**src/rtl/uart_tx_fifo.sv**
```systemverilog
// ---------------------------------------------------------------------------
// uart_tx_fifo
//
// UART transmitter with a small word FIFO in front of it. Words accepted on a
// valid/ready push interface are buffered, then serialised LSB first as
// start bit, DATA_BITS payload bits, an optional parity bit and one or two
// stop bits. When one frame's last stop bit ends and another word is waiting,
// the next start bit follows at once and busy stays high in between.
//
// The baud divisor, parity mode and stop-bit count are sampled when a word is
// popped. Changing them mid-frame only affects the next frame.
//
// Parameters
//   DATA_BITS   payload bits per frame (5..9)
//   FIFO_DEPTH  buffered words (power of two, >= 2)
//   DIV_WIDTH   width of the baud divisor
//
// Ports
//   clk          system clock, rising edge
//   reset        asynchronous, active-high reset
//   tx_data      word to transmit, LSB first
//   tx_valid     producer has a word on tx_data
//   tx_ready     FIFO has room (fifo_count < FIFO_DEPTH)
//   baud_div     clock cycles per serial bit (values below 2 act as 2)
//   parity_mode  00 none, 01 even, 10 odd, 11 none
//   stop2        0: one stop bit, 1: two stop bits
//   TxD          serial line, idle high
//   busy         high while a frame is on the line
//   fifo_count   words currently buffered
// ---------------------------------------------------------------------------
module uart_tx_fifo #(
  parameter int DATA_BITS  = 8,
  parameter int FIFO_DEPTH = 4,
  parameter int DIV_WIDTH  = 16
) (
  input  logic                               clk,
  input  logic                               reset,
  input  logic [DATA_BITS-1:0]               tx_data,
  input  logic                               tx_valid,
  output logic                               tx_ready,
  input  logic [DIV_WIDTH-1:0]               baud_div,
  input  logic [1:0]                         parity_mode,
  input  logic                               stop2,
  output logic                               TxD,
  output logic                               busy,
  output logic [$clog2(FIFO_DEPTH+1)-1:0]    fifo_count
);

  localparam int PTR_W = $clog2(FIFO_DEPTH);
  localparam int CNT_W = $clog2(FIFO_DEPTH + 1);
  localparam int BIT_W = $clog2(DATA_BITS);

  localparam logic [CNT_W-1:0]     FULL_CNT = CNT_W'(FIFO_DEPTH);
  localparam logic [BIT_W-1:0]     LAST_BIT = BIT_W'(DATA_BITS - 1);
  localparam logic [DIV_WIDTH-1:0] MIN_DIV  = DIV_WIDTH'(2);
  localparam logic [DIV_WIDTH-1:0] ONE_DIV  = DIV_WIDTH'(1);

  typedef enum logic [2:0] {
    IDLE,
    START,
    DATA,
    PARITY,
    STOP
  } state_t;

  // ------------------------------------------------------------------------
  // FIFO
  // ------------------------------------------------------------------------
  logic [DATA_BITS-1:0] mem [FIFO_DEPTH];
  logic [PTR_W-1:0]     wr_ptr_q, rd_ptr_q;
  logic [CNT_W-1:0]     count_q;
  logic                 push, pop, fifo_empty;
  logic [DATA_BITS-1:0] head;

  assign tx_ready   = (count_q < FULL_CNT);
  assign fifo_count = count_q;
  assign fifo_empty = (count_q == '0);
  assign push       = tx_valid && tx_ready;
  assign head       = mem[rd_ptr_q];

  // NOTE: state registers use non-blocking assignments so every flop samples
  // the values from before the edge, independent of statement order.
  always_ff @(posedge clk or posedge reset) begin
    if (reset) begin
      wr_ptr_q <= '0;
      rd_ptr_q <= '0;
      count_q  <= '0;
    end else begin
      // Power-of-two depth: pointers wrap by natural overflow.
      if (push) wr_ptr_q <= wr_ptr_q + PTR_W'(1);
      if (pop)  rd_ptr_q <= rd_ptr_q + PTR_W'(1);
      case ({push, pop})
        2'b10:   count_q <= count_q + CNT_W'(1);
        2'b01:   count_q <= count_q - CNT_W'(1);
        default: count_q <= count_q;
      endcase
    end
  end

  // NOTE: the storage array has no reset; emptiness is tracked by count_q, so
  // stale contents are never observed and the array can map to plain RAM.
  always_ff @(posedge clk) begin
    if (push) mem[wr_ptr_q] <= tx_data;
  end

  // ------------------------------------------------------------------------
  // Transmit FSM
  // ------------------------------------------------------------------------
  state_t               state_q, state_d;
  logic [DATA_BITS-1:0] shift_q, shift_d;
  logic [DIV_WIDTH-1:0] div_q, div_d;
  logic [DIV_WIDTH-1:0] baud_cnt_q, baud_cnt_d;
  logic [BIT_W-1:0]     bit_cnt_q, bit_cnt_d;
  logic                 par_en_q, par_en_d;
  logic                 par_bit_q, par_bit_d;
  logic                 stop2_q, stop2_d;
  logic                 txd_q, txd_d;
  logic                 busy_q, busy_d;
  logic                 bit_end;

  // div_q is never below 2 once a frame is running, so div_q-1 cannot wrap.
  assign bit_end = (baud_cnt_q == div_q - ONE_DIV);

  // NOTE: every signal written here gets a default first, so no path leaves
  // one unassigned and no latch is inferred.
  always_comb begin
    state_d    = state_q;
    shift_d    = shift_q;
    div_d      = div_q;
    baud_cnt_d = baud_cnt_q;
    bit_cnt_d  = bit_cnt_q;
    par_en_d   = par_en_q;
    par_bit_d  = par_bit_q;
    stop2_d    = stop2_q;
    pop        = 1'b0;

    if (state_q != IDLE) begin
      baud_cnt_d = bit_end ? '0 : baud_cnt_q + ONE_DIV;
    end

    case (state_q)
      IDLE: begin
        if (!fifo_empty) pop = 1'b1;
      end
      START: begin
        if (bit_end) begin
          state_d   = DATA;
          bit_cnt_d = '0;
        end
      end
      DATA: begin
        if (bit_end) begin
          shift_d = shift_q >> 1;
          if (bit_cnt_q == LAST_BIT) begin
            state_d   = par_en_q ? PARITY : STOP;
            bit_cnt_d = '0;
          end else begin
            bit_cnt_d = bit_cnt_q + BIT_W'(1);
          end
        end
      end
      PARITY: begin
        if (bit_end) state_d = STOP;
      end
      STOP: begin
        if (bit_end) begin
          // bit_cnt_q counts stop bits already completed.
          if (!stop2_q || bit_cnt_q != '0) begin
            if (!fifo_empty) pop = 1'b1;
            else             state_d = IDLE;
          end else begin
            bit_cnt_d = bit_cnt_q + BIT_W'(1);
          end
        end
      end
      default: state_d = IDLE;
    endcase

    // A pop loads the next word and snapshots the line configuration.
    if (pop) begin
      state_d    = START;
      shift_d    = head;
      div_d      = (baud_div < MIN_DIV) ? MIN_DIV : baud_div;
      par_en_d   = (parity_mode == 2'b01) || (parity_mode == 2'b10);
      par_bit_d  = (^head) ^ parity_mode[1];
      stop2_d    = stop2;
      baud_cnt_d = '0;
      bit_cnt_d  = '0;
    end

    // Line level and busy follow the next state so both are registered.
    case (state_d)
      START:   txd_d = 1'b0;
      DATA:    txd_d = shift_d[0];
      PARITY:  txd_d = par_bit_d;
      default: txd_d = 1'b1;
    endcase
    busy_d = (state_d != IDLE);
  end

  always_ff @(posedge clk or posedge reset) begin
    if (reset) begin
      state_q    <= IDLE;
      shift_q    <= '0;
      div_q      <= MIN_DIV;
      baud_cnt_q <= '0;
      bit_cnt_q  <= '0;
      par_en_q   <= 1'b0;
      par_bit_q  <= 1'b0;
      stop2_q    <= 1'b0;
      txd_q      <= 1'b1;
      busy_q     <= 1'b0;
    end else begin
      state_q    <= state_d;
      shift_q    <= shift_d;
      div_q      <= div_d;
      baud_cnt_q <= baud_cnt_d;
      bit_cnt_q  <= bit_cnt_d;
      par_en_q   <= par_en_d;
      par_bit_q  <= par_bit_d;
      stop2_q    <= stop2_d;
      txd_q      <= txd_d;
      busy_q     <= busy_d;
    end
  end

  assign TxD  = txd_q;
  assign busy = busy_q;

endmodule

```
**config.mk**
```make
export PLATFORM = sky130hd
export DESIGN_NAME = uart_tx_fifo
export DESIGN_NICKNAME = d
export VERILOG_FILES = /design/src/rtl/uart_tx_fifo.sv
export SDC_FILE = /design/constraint.sdc
export NUM_CORES = 1
export LEC_CHECK = 0
export ABC_AREA = 1
export CORE_MARGIN = 10
export CORE_UTILIZATION = 61
export CTS_BUF_LIST = sky130_fd_sc_hd__clkbuf_8
export CTS_CLUSTER_SIZE = 20
export DETAILED_ROUTE_END_ITERATION = 8
export PLACE_DENSITY = 0.88
export SKIP_CTS_REPAIR_TIMING = 1
export SYNTH_ARGS = -nofsm -noshare
export SYNTH_HDL_FRONTEND = slang
export SYNTH_SLANG_ARGS = --single-unit
export TNS_END_PERCENT = 20
```
**constraint.sdc**
```tcl
create_clock -name clk -period 3.77 [get_ports clk]
set_input_delay 0.754 -clock clk [delete_from_list [all_inputs] [get_ports clk]]
set_output_delay 0.754 -clock clk [all_outputs]
set_load 0.01 [all_outputs]
```
**After elaboration in Yosys (flattened, before gate mapping)**

Memories as Yosys holds them, arrays and structs flattened.
Index checks and enable logic that the tools add are counted.

- Bitwise operators: 1
- Mux-type cells: 33
- Reduce and logical (&&, ||, !) cells: 17
- Equality and inequality tests: 17
- Add/subtract/negate cells: 7
- Magnitude comparators: 2

Operators by type and width:

| operator | count |
|---|---|
| $mux 16 | 4 |
| $mux 3 | 15 |
| $mux 8 | 3 |
| $add 16x1->16 const B | 1 |
| $eq 16x16->1 | 1 |
| $lt 16x2->1 const B | 1 |
| $sub 16x1->16 const B | 1 |
| $pmux 3 s5 | 1 |
| $eq 3x2->1 const B | 4 |
| $ne 3x3->1 const B | 4 |
| $pmux 3 s3 | 1 |
| $reduce_bool 3->1 | 3 |
| $reduce_bool 2->1 | 4 |
| $reduce_xor 8->1 | 1 |
| $add 3x1->3 const B | 2 |
| $eq 3x1->1 const B | 2 |
| $eq 3x3->1 const B | 2 |
| $logic_not 3->1 | 2 |
| $mux 1 | 6 |
| $pmux 3 s2 | 1 |
| $reduce_and 5->1 | 1 |
| $add 2x1->2 const B | 2 |
| $eq 2x1->1 const B | 2 |
| $eq 2x2->1 const B | 2 |
| 10 further kinds | 11 |

- Output and inout bits: 6
- Logic and storage cells: 92
- RAM bits: 32
- Bits in registers: 58
- Memories: 1
- Input bits: 30

Memories:

| name | words | bits a word | read ports | clocked after memory_dff | write ports | line | RTL |
|---|---|---|---|---|---|---|---|
| mem | 4 | 8 | 1 | 0 | 1 | 69 | `logic [DATA_BITS-1:0] mem [FIFO_DEPTH];` |

**Longest topological paths before layout**

Gate-level depths: netlist of run 1.

- Depth after elaboration: 8
- Mapped depth: 21
- Mapped depth without buffers: 20

**Worst setup path after synthesis of run 1**

OpenSTA, ideal clock, no wires.

- Path kind: register to register
- Start: reg div_q[0]
- End: reg count_q[2], in the netlist fifo_count[2]
- Slack: 0.731 ns
- Stages on the path, launching flop included: 21
- Data arrival time: 2.908 ns
- Setup time: 0.131 ns
- Clock period less this slack: 3.039 ns
- Cell sequence: dfrtp_1 -> inv_1 -> ha_1 -> nand2_1 -> nor2_1 -> nand2_1 -> nand2_1 -> inv_1 -> nor2_1 -> nand3_1 -> nor2_1 -> nand4_2 -> nand2_2 -> buf_8 -> buf_6 -> ha_1 -> inv_1 -> fa_1 -> a21oi_1 -> o21ai_0 -> xor2_1

- Longest elaborated chain between the ends: 6
- Elaborated cells between the ends (all ways): 8

RTL lines:

| element | line | RTL |
|---|---|---|
| start: declaration | 111 | `logic [DIV_WIDTH-1:0] div_q, div_d;` |
| start signal: assignment | 216 | `div_q <= div_d;` |
| $sub 16x1->16 (*) | 122 | `assign bit_end = (baud_cnt_q == div_q - ONE_DIV);` |
| $eq 16x16->1 (*) | 122 |  |
| $mux 1 (*) | 166 | `if (bit_end) begin` |
| $pmux 1 s2 (*) | 141 | `case (state_q)` |
| via pop | 72 | `logic push, pop, fifo_empty;` |
| $eq 2x1->1 / $eq 2x2->1 (equally long branches) | 92 | `case ({push, pop})` |
| $pmux 3 s2 / $reduce_bool 2->1 (equally long branches) | n/a |  |
| end signal: assignment | 93 | `2'b10: count_q <= count_q + CNT_W'(1);` |
| end signal: assignment | 94 | `2'b01: count_q <= count_q - CNT_W'(1);` |
| end signal: assignment | 95 | `default: count_q <= count_q;` |
| end: declaration | 71 | `logic [CNT_W-1:0] count_q;` |

The timed path passes the listed nets; every way through them passes the cells marked *.
A chain may end at the register's enable or synchronous reset.

**Worst setup path in the final report of run 1**

- Start: reg div_q[0]
- End: reg count_q[2], in the netlist fifo_count[2]

- Longest elaborated chain between the ends: 6
- Elaborated cells between the ends (all ways): 8

RTL lines:

| element | line |
|---|---|
| $sub 16x1->16 (*) | 122 |
| $eq 16x16->1 (*) | 122 |
| $mux 1 (*) | 166 |
| $pmux 1 s2 (*) | 141 |
| $eq 2x1->1 / $eq 2x2->1 (equally long branches) | 92 |
| $pmux 3 s2 / $reduce_bool 2->1 (equally long branches) | n/a |

Every way passes the cells marked *; elsewhere a longest branch is shown, timed or not.

==> results of run 1 <==
## cell families (layout without fill, tap and decap cells)
family,count (synthesis),after routing,share of synthesized area
AOI/OAI and AO/OA,43,43,0.05213
adders and majority gates,11,11,0.02749
xor gates and xnor gates,31,31,0.05142
buffers and inverters,91,134,0.07227
DFF,90,90,0.4573
and+or+nand+nor,398,398,0.3393
## registers in the layout (all words and copies together) (netlist names)
| register | flops |
|---|---|
| stop2_q | 1 |
| shift_q | 8 |
| wr_ptr_q | 2 |
| fifo_count | 3 |
| baud_cnt_q | 16 |
| bit_cnt_q | 3 |
| TxD | 1 |
| div_q | 16 |
| busy | 1 |
| par_en_q | 1 |
| par_bit_q | 1 |
| rd_ptr_q | 2 |
| state_q | 3 |
| mem | 32 |
## power groups by stage
stage          logic, W  registers (W)  clock network, W
3_3_place_gp    0.00213        0.00157                 0
2_1_floorplan   0.00175        0.00149                 0
5_1_grt         0.00252        0.00161          0.000723
3_5_place_dp    0.00219        0.00159                 0
4_1_cts         0.00222        0.00157          0.000677
6_report        0.00222        0.00157          0.000677
## per-stage QoR
step,utilization,area [sq um]
2_1_floorplan,-,5280
3_3_place_gp,0.6867,5699
3_5_place_dp,0.6867,5699
4_1_cts,0.7114,5904
5_1_grt,0.7114,5904
6_report,0.7114,5904
## path summary, 6_finish.rpt
path | startpoint | endpoint | slack (ns) | cells after the start
worst max-delay path | div_q[0]$_DFFE_PP0P_ | fifo_count[2]$_DFFE_PP0P_ | 0.63 | 18
worst min-delay path | stop2_q$_DFFE_PP0P_ | stop2_q$_DFFE_PP0P_ | 0.49 | 2
worst max register to register | div_q[0]$_DFFE_PP0P_ | fifo_count[2]$_DFFE_PP0P_ | 0.63 | 18
worst min register to register | stop2_q$_DFFE_PP0P_ | stop2_q$_DFFE_PP0P_ | 0.49 | 2
max in group asynchronous | reset | TxD$_DFF_PP1_ | 2.12 | 3
min in group asynchronous | reset | baud_cnt_q[0]$_DFFE_PP0P_ | 0.79 | 2
## metal layers
metal	part of all wire	GRT usage
met2	0.48	0.3402
met3	0.080	0.04807
met5	0	0
met4	0.019	0.06853
met1	0.42	0.2630
## final cells by class
type                    count  share of cell area
well taps                 105             0.02225
repair buffers             37             0.06188
multi-input cells         483              0.4206
flip-flops and latches     90              0.4090
clock buffers               9             0.02098
inverters                  81             0.05149
clock inverters             7             0.01377
## cells in the final DEF (no fill, tap or decap), drive strengths merged
| master | Yosys | layout |
|---|---|---|
| nand3b | 3 | 3 |
| ha | 10 | 10 |
| or2 | 1 | 1 |
| xnor2 | 7 | 7 |
| inv | 79 | 81 |
| nor3 | 7 | 7 |
| a22oi | 4 | 4 |
| nor2 | 96 | 96 |
| fa | 1 | 1 |
| o31ai | 1 | 1 |
| dfstp | 2 | 2 |
| edfxtp | 32 | 32 |
| nor4 | 6 | 6 |
| nand2 | 217 | 217 |
| a32o | 1 | 1 |
| clkbuf | 1 | 9 |
| nand3 | 56 | 56 |
| a21oi | 9 | 9 |
| clkinv | 2 | 7 |
| and2 | 1 | 1 |
| buf | 9 | 2 |
| a31oi | 1 | 1 |
| o21ai | 22 | 22 |
| nand4 | 11 | 11 |
| clkdlybuf4s50 | 0 | 35 |
| o211ai | 5 | 5 |
| dfrtp | 56 | 56 |
| xor2 | 24 | 24 |
## worst max-delay path: stages, from the launching register on
cell,delay [ns]
dfrtp_1,0.40
inv_1,0.20
ha_1,0.31
nand2_1,0.13
nor2_1,0.15
nand2_1,0.07
nand2_1,0.09
inv_1,0.05
nor2_1,0.09
nand3_1,0.08
nor2_1,0.17
nand4_2,0.14
nand2_2,0.13
ha_1,0.15
inv_1,0.07
fa_1,0.38
a21oi_1,0.14
o21ai_0,0.11
xor2_1,0.16
==> flow_summary.toml, run 1 <==
[placement]
dp_hpwl_microns = 9907
gp_congestion = 0.9985
pre_cts_ws_ns = 0.6629
port_buffers = 35
dp.cells = 796

[clock_tree]
numCtsBuffers = 9
clock_path_buffers = 2
clkSinkCount = 90
h-tree-depth = 3
cts_tree = "yes"
path_clk_slew_ns = 0.11
clk_latency_ns = 0.38
root_buffer = "clkbuf_8"

[floorplanning]
die_w_microns = 113.0
start_util = 0.6362
row_count = 33
die_y_microns = 113.0
ios = 36
core_area_sq_um = 8299
fp.dieArea_sq_um = 12780

[synthesis]
yosysTopAreaCell = "dfrtp_1"
ys_top_cells_by_area = "dfrtp_1, edfxtp_1, nand2_1, nor2_1, inv_1"
synth_edf_count = 32
syn_area_per_cell_sq_um = 7.952
netlist_area_sq_um = 5280
syn-num-nets = 705
ys_seq_elements = 90
yosys.area.top_type_share = 0.2654
postSynthCellCount = 664
synth_common_cells = "nand2_1, nor2_1, inv_1"
synth.most_common_cell = "nand2_1"
synth-async-reset-ratio = 0.6444
yosysUniqueCellTypes = 44
synthFlopType = "dfrtp_1"
yosysWarnings = 0
seq_area_frac_synth = 0.4573

[power_and_ir_drop]
p_switching_w = 0.002164
combPwrFrac = 0.497
p_int_w = 0.002312
max-vdd-ir-drop_mv = 0.4856
swShare = 0.4834
powerDensity_nw_per_um2 = 758.1
total_leakage_power_nw = 2.785
pwr-share-seq = 0.352
total_power_w = 0.004476
p_clk_frac = 0.151

[sta]
rsz0062_at_grt = "false"
worstMarginPinSlew_ns = 0.7749
tns_ns = 0
period_share = 0.8329
slew_headroom = 0.4815
finalSetupViolCount = 0
whs_ns = 0.4925
skew_ns = 0.01515
layout_setup_ws_ns = 0.6298
clock.fmax_mhz = 318.4
hold_viol_final = 0
min_period_ns = 3.140
slew_violations = 0

[detailed_routing]
drc = 0
drtIter0Drc = 337
wirelength_microns = 13110
wire_per_inst_microns = 16.14
first_pass_iters = 5
ant_nets = 0
vias = 4505
via_per_inst = 5.548

[cells_and_area]
synthToLayoutAreaGrowth_pct = 11.82
drive_above_1_share = 0.08628
diodes = 0
area.sequential_sq_um = 2415
layout.nets = 743
multiInputGateArea_sq_um = 2484
instances_no_fill = 812
fillers = 659

[worst_hold_path]
min-delay-path-class = "flop to flop"

[worst_setup_path]
cp-end-kind = "flop"
cp-start-kind = "flop"
crit_type = "flop to flop"
required_ns = 4.03
worst-endpoint-arrival_ns = 3.40
worst-path-max-fanout = 6

[grt]
grt_pass1_wl_microns = 21680
antenna_found_initial = 0
grt_max_degree = 40
grtUsageTotal = 0.2073
grt_overflow = 0
grt_pass1_vias = 4534

[flow_run]
maxCapViolations = 0

[run_status]
status = "completed"
Note: power is estimated with default switching activity, not from simulation.
==> run 2, diff against run 1 <==
==> constraint.sdc (replaced) <==
create_clock -name clk -period 3.2 [get_ports clk]
set_input_delay 0.64 -clock clk [delete_from_list [all_inputs] [get_ports clk]]
set_output_delay 0.64 -clock clk [all_outputs]
set_load 0.01 [all_outputs]
==> flow_summary.toml, run 2 (synthesis results as in run 1) <==
[worst_setup_path]
slowest_delay_ns = 0.40
worst-endpoint-arrival_ns = 3.20
worstPathCellList = "inv_1, ha_2, nand2_4, nor2_4, nand2_1, nand2_1, nand2_1, a21oi_1, nand2_1, nor2_2, nand4_2, nand2_2, ha_1, inv_1, fa_1, a21oi_1, o21ai_0, xor2_1"
required_ns = 3.45
crit_top_cell = "nand2_1"
cp-start-kind = "flop"
reg2reg_from = "div_q[0]$_DFFE_PP0P_"
crit_start = "div_q[0]$_DFFE_PP0P_"
worst-path-max-fanout = 4
crit_type = "flop to flop"
crit_path_top_delay_cell = "dfrtp_1"
cp-end-kind = "flop"

[grt]
grt_max_degree = 59
antenna_found_initial = 0
grt_pass1_wl_microns = 20770
grtUsageTotal = 0.1984
grt_overflow = 0
grt_pass1_vias = 4340

[power_and_ir_drop]
total_leakage_power_nw = 2.794
total_power_w = 0.005275
pwr-share-seq = 0.350
powerDensity_nw_per_um2 = 890.4
p_clk_frac = 0.149
p_switching_w = 0.002531
swShare = 0.4798
max-vdd-ir-drop_mv = 0.6178
combPwrFrac = 0.501
p_int_w = 0.002744

[placement]
place_area_sq_um = 5714
dp_hpwl_microns = 9645
port_buffers = 35
dp.cells = 798
gp_congestion = 0.9657

[floorplanning]
die_w_microns = 113.0
core_area_sq_um = 8299
fp.dieArea_sq_um = 12780
row_count = 33
die_y_microns = 113.0
start_util = 0.6362
ios = 36

[sta]
hold_viol_final = 0
skew_ns = 0.01298
min_period_ns = 2.955
slew_headroom = 0.4486
period_share = 0.9235
finalSetupViolCount = 0
slew_violations = 0
worstMarginPinSlew_ns = 0.8241
rsz0062_at_grt = "false"
tns_ns = 0
clock.fmax_mhz = 338.4

[cells_and_area]
synthToLayoutAreaGrowth_pct = 12.20
layout.nets = 745
fin_util = 0.7139
design_area_sq_um = 5924
drive_above_1_share = 0.09168
top_register = "mem"
most-common-layout-cells = "nand2_1, nor2_1, inv_1"
mostFrequentLayoutCell = "nand2_1"
fillers = 647
diodes = 0
largest_reg_flops = 32
top_regs = "mem (32), baud_cnt_q (16), div_q (16)"
instances_no_fill = 814

[detailed_routing]
drc = 0
wire_per_inst_microns = 15.46
vias = 4534
ant_nets = 0
first_pass_iters = 5
drtIter0Drc = 352
wirelength_microns = 12590
via_per_inst = 5.570

[clock_tree]
numCtsBuffers = 9
cts_tree = "yes"
h-tree-depth = 3
clk_latency_ns = 0.37
clkSinkCount = 90
root_buffer = "clkbuf_8"
path_clk_slew_ns = 0.11
clock_path_buffers = 2

[flow_run]
maxCapViolations = 0

[worst_hold_path]
min-delay-path-class = "flop to flop"
hold_start = "stop2_q$_DFFE_PP0P_"

[run_status]
status = "completed"
[run 2: cell types whose count changed in the layout (fill, tap and decap cells not counted)]
cell | previous run | this run
buf_4 | 2 | 4
nor2_2 | 10 | 11
clkinv_4 | 3 | 1
inv_6 | 0 | 2
ha_1 | 10 | 9
ha_2 | 0 | 1
nor2_1 | 80 | 79
[run 2: layout make-up]
type	instances	area [sq um]	share of cell area
multi-input combinational	483	2489	0.4201
clock inverter	7	81.33	0.01373
clock buffer	9	123.9	0.02091
sequential	90	2415	0.4076
timing repair buffer	39	380.4	0.06420
tap	105	131.4	0.02218
inverter	81	304.0	0.05132
[run 2: worst max-delay path, delay by kind of cell (launching register included)]
kind / cells / cell delay, ns
XOR/XNOR: 1 / 0.15
buffers and inverters: 2 / 0.16
flip-flops: 1 / 0.40
AND/OR/NAND/NOR: 9 / 0.94
adder cells (fa/ha/maj): 3 / 0.76
AO/OA/AOI/OAI: 3 / 0.41
[run 2: path summary, 6_finish.rpt]
| path | depth (start not counted) | slack [ns] | end |
|---|---|---|---|
| worst max register to register | 18 | 0.24 | fifo_count[2]$_DFFE_PP0P_ |
| max in group asynchronous | 3 | 1.91 | baud_cnt_q[8]$_DFFE_PP0P_ |
| worst max-delay path | 18 | 0.24 | fifo_count[2]$_DFFE_PP0P_ |
| worst min register to register | 2 | 0.49 | stop2_q$_DFFE_PP0P_ |
| worst min-delay path | 2 | 0.49 | stop2_q$_DFFE_PP0P_ |
| min in group asynchronous | 3 | 0.80 | fifo_count[2]$_DFFE_PP0P_ |
[run 2: stage by stage]
stage                     hold WS [ns]  setup slack (ns)
after global placement          0.4622            0.2268
final                           0.4919            0.2447
after floorplan                 0.4427            0.1608
after detailed placement        0.4644            0.2486
after CTS                       0.4917            0.1684
after global routing            0.5209           0.03061
[run 2: power by group through the flow]
stage	Sequential, W	Combinational [W]	Clock, W
final	0.00185	0.00264	0.000789
after global routing	0.00188	0.00298	0.000850
after CTS	0.00184	0.00262	0.000797
after detailed placement	0.00186	0.00260	0
after global placement	0.00184	0.00251	0
after floorplan	0.00175	0.00206	0
[run 2: routing by layer]
| metal | GRT usage | vias to the layer above | wire (microns) |
|---|---|---|---|
| li1 | - | 2199 | - |
| met1 | 0.2541 | 2118 | 5393 |
| met2 | 0.3141 | 186 | 5888 |
| met3 | 0.04543 | 31 | 981 |
| met4 | 0.08629 | 0 | 321 |
| met5 | 0 | - | 0 |
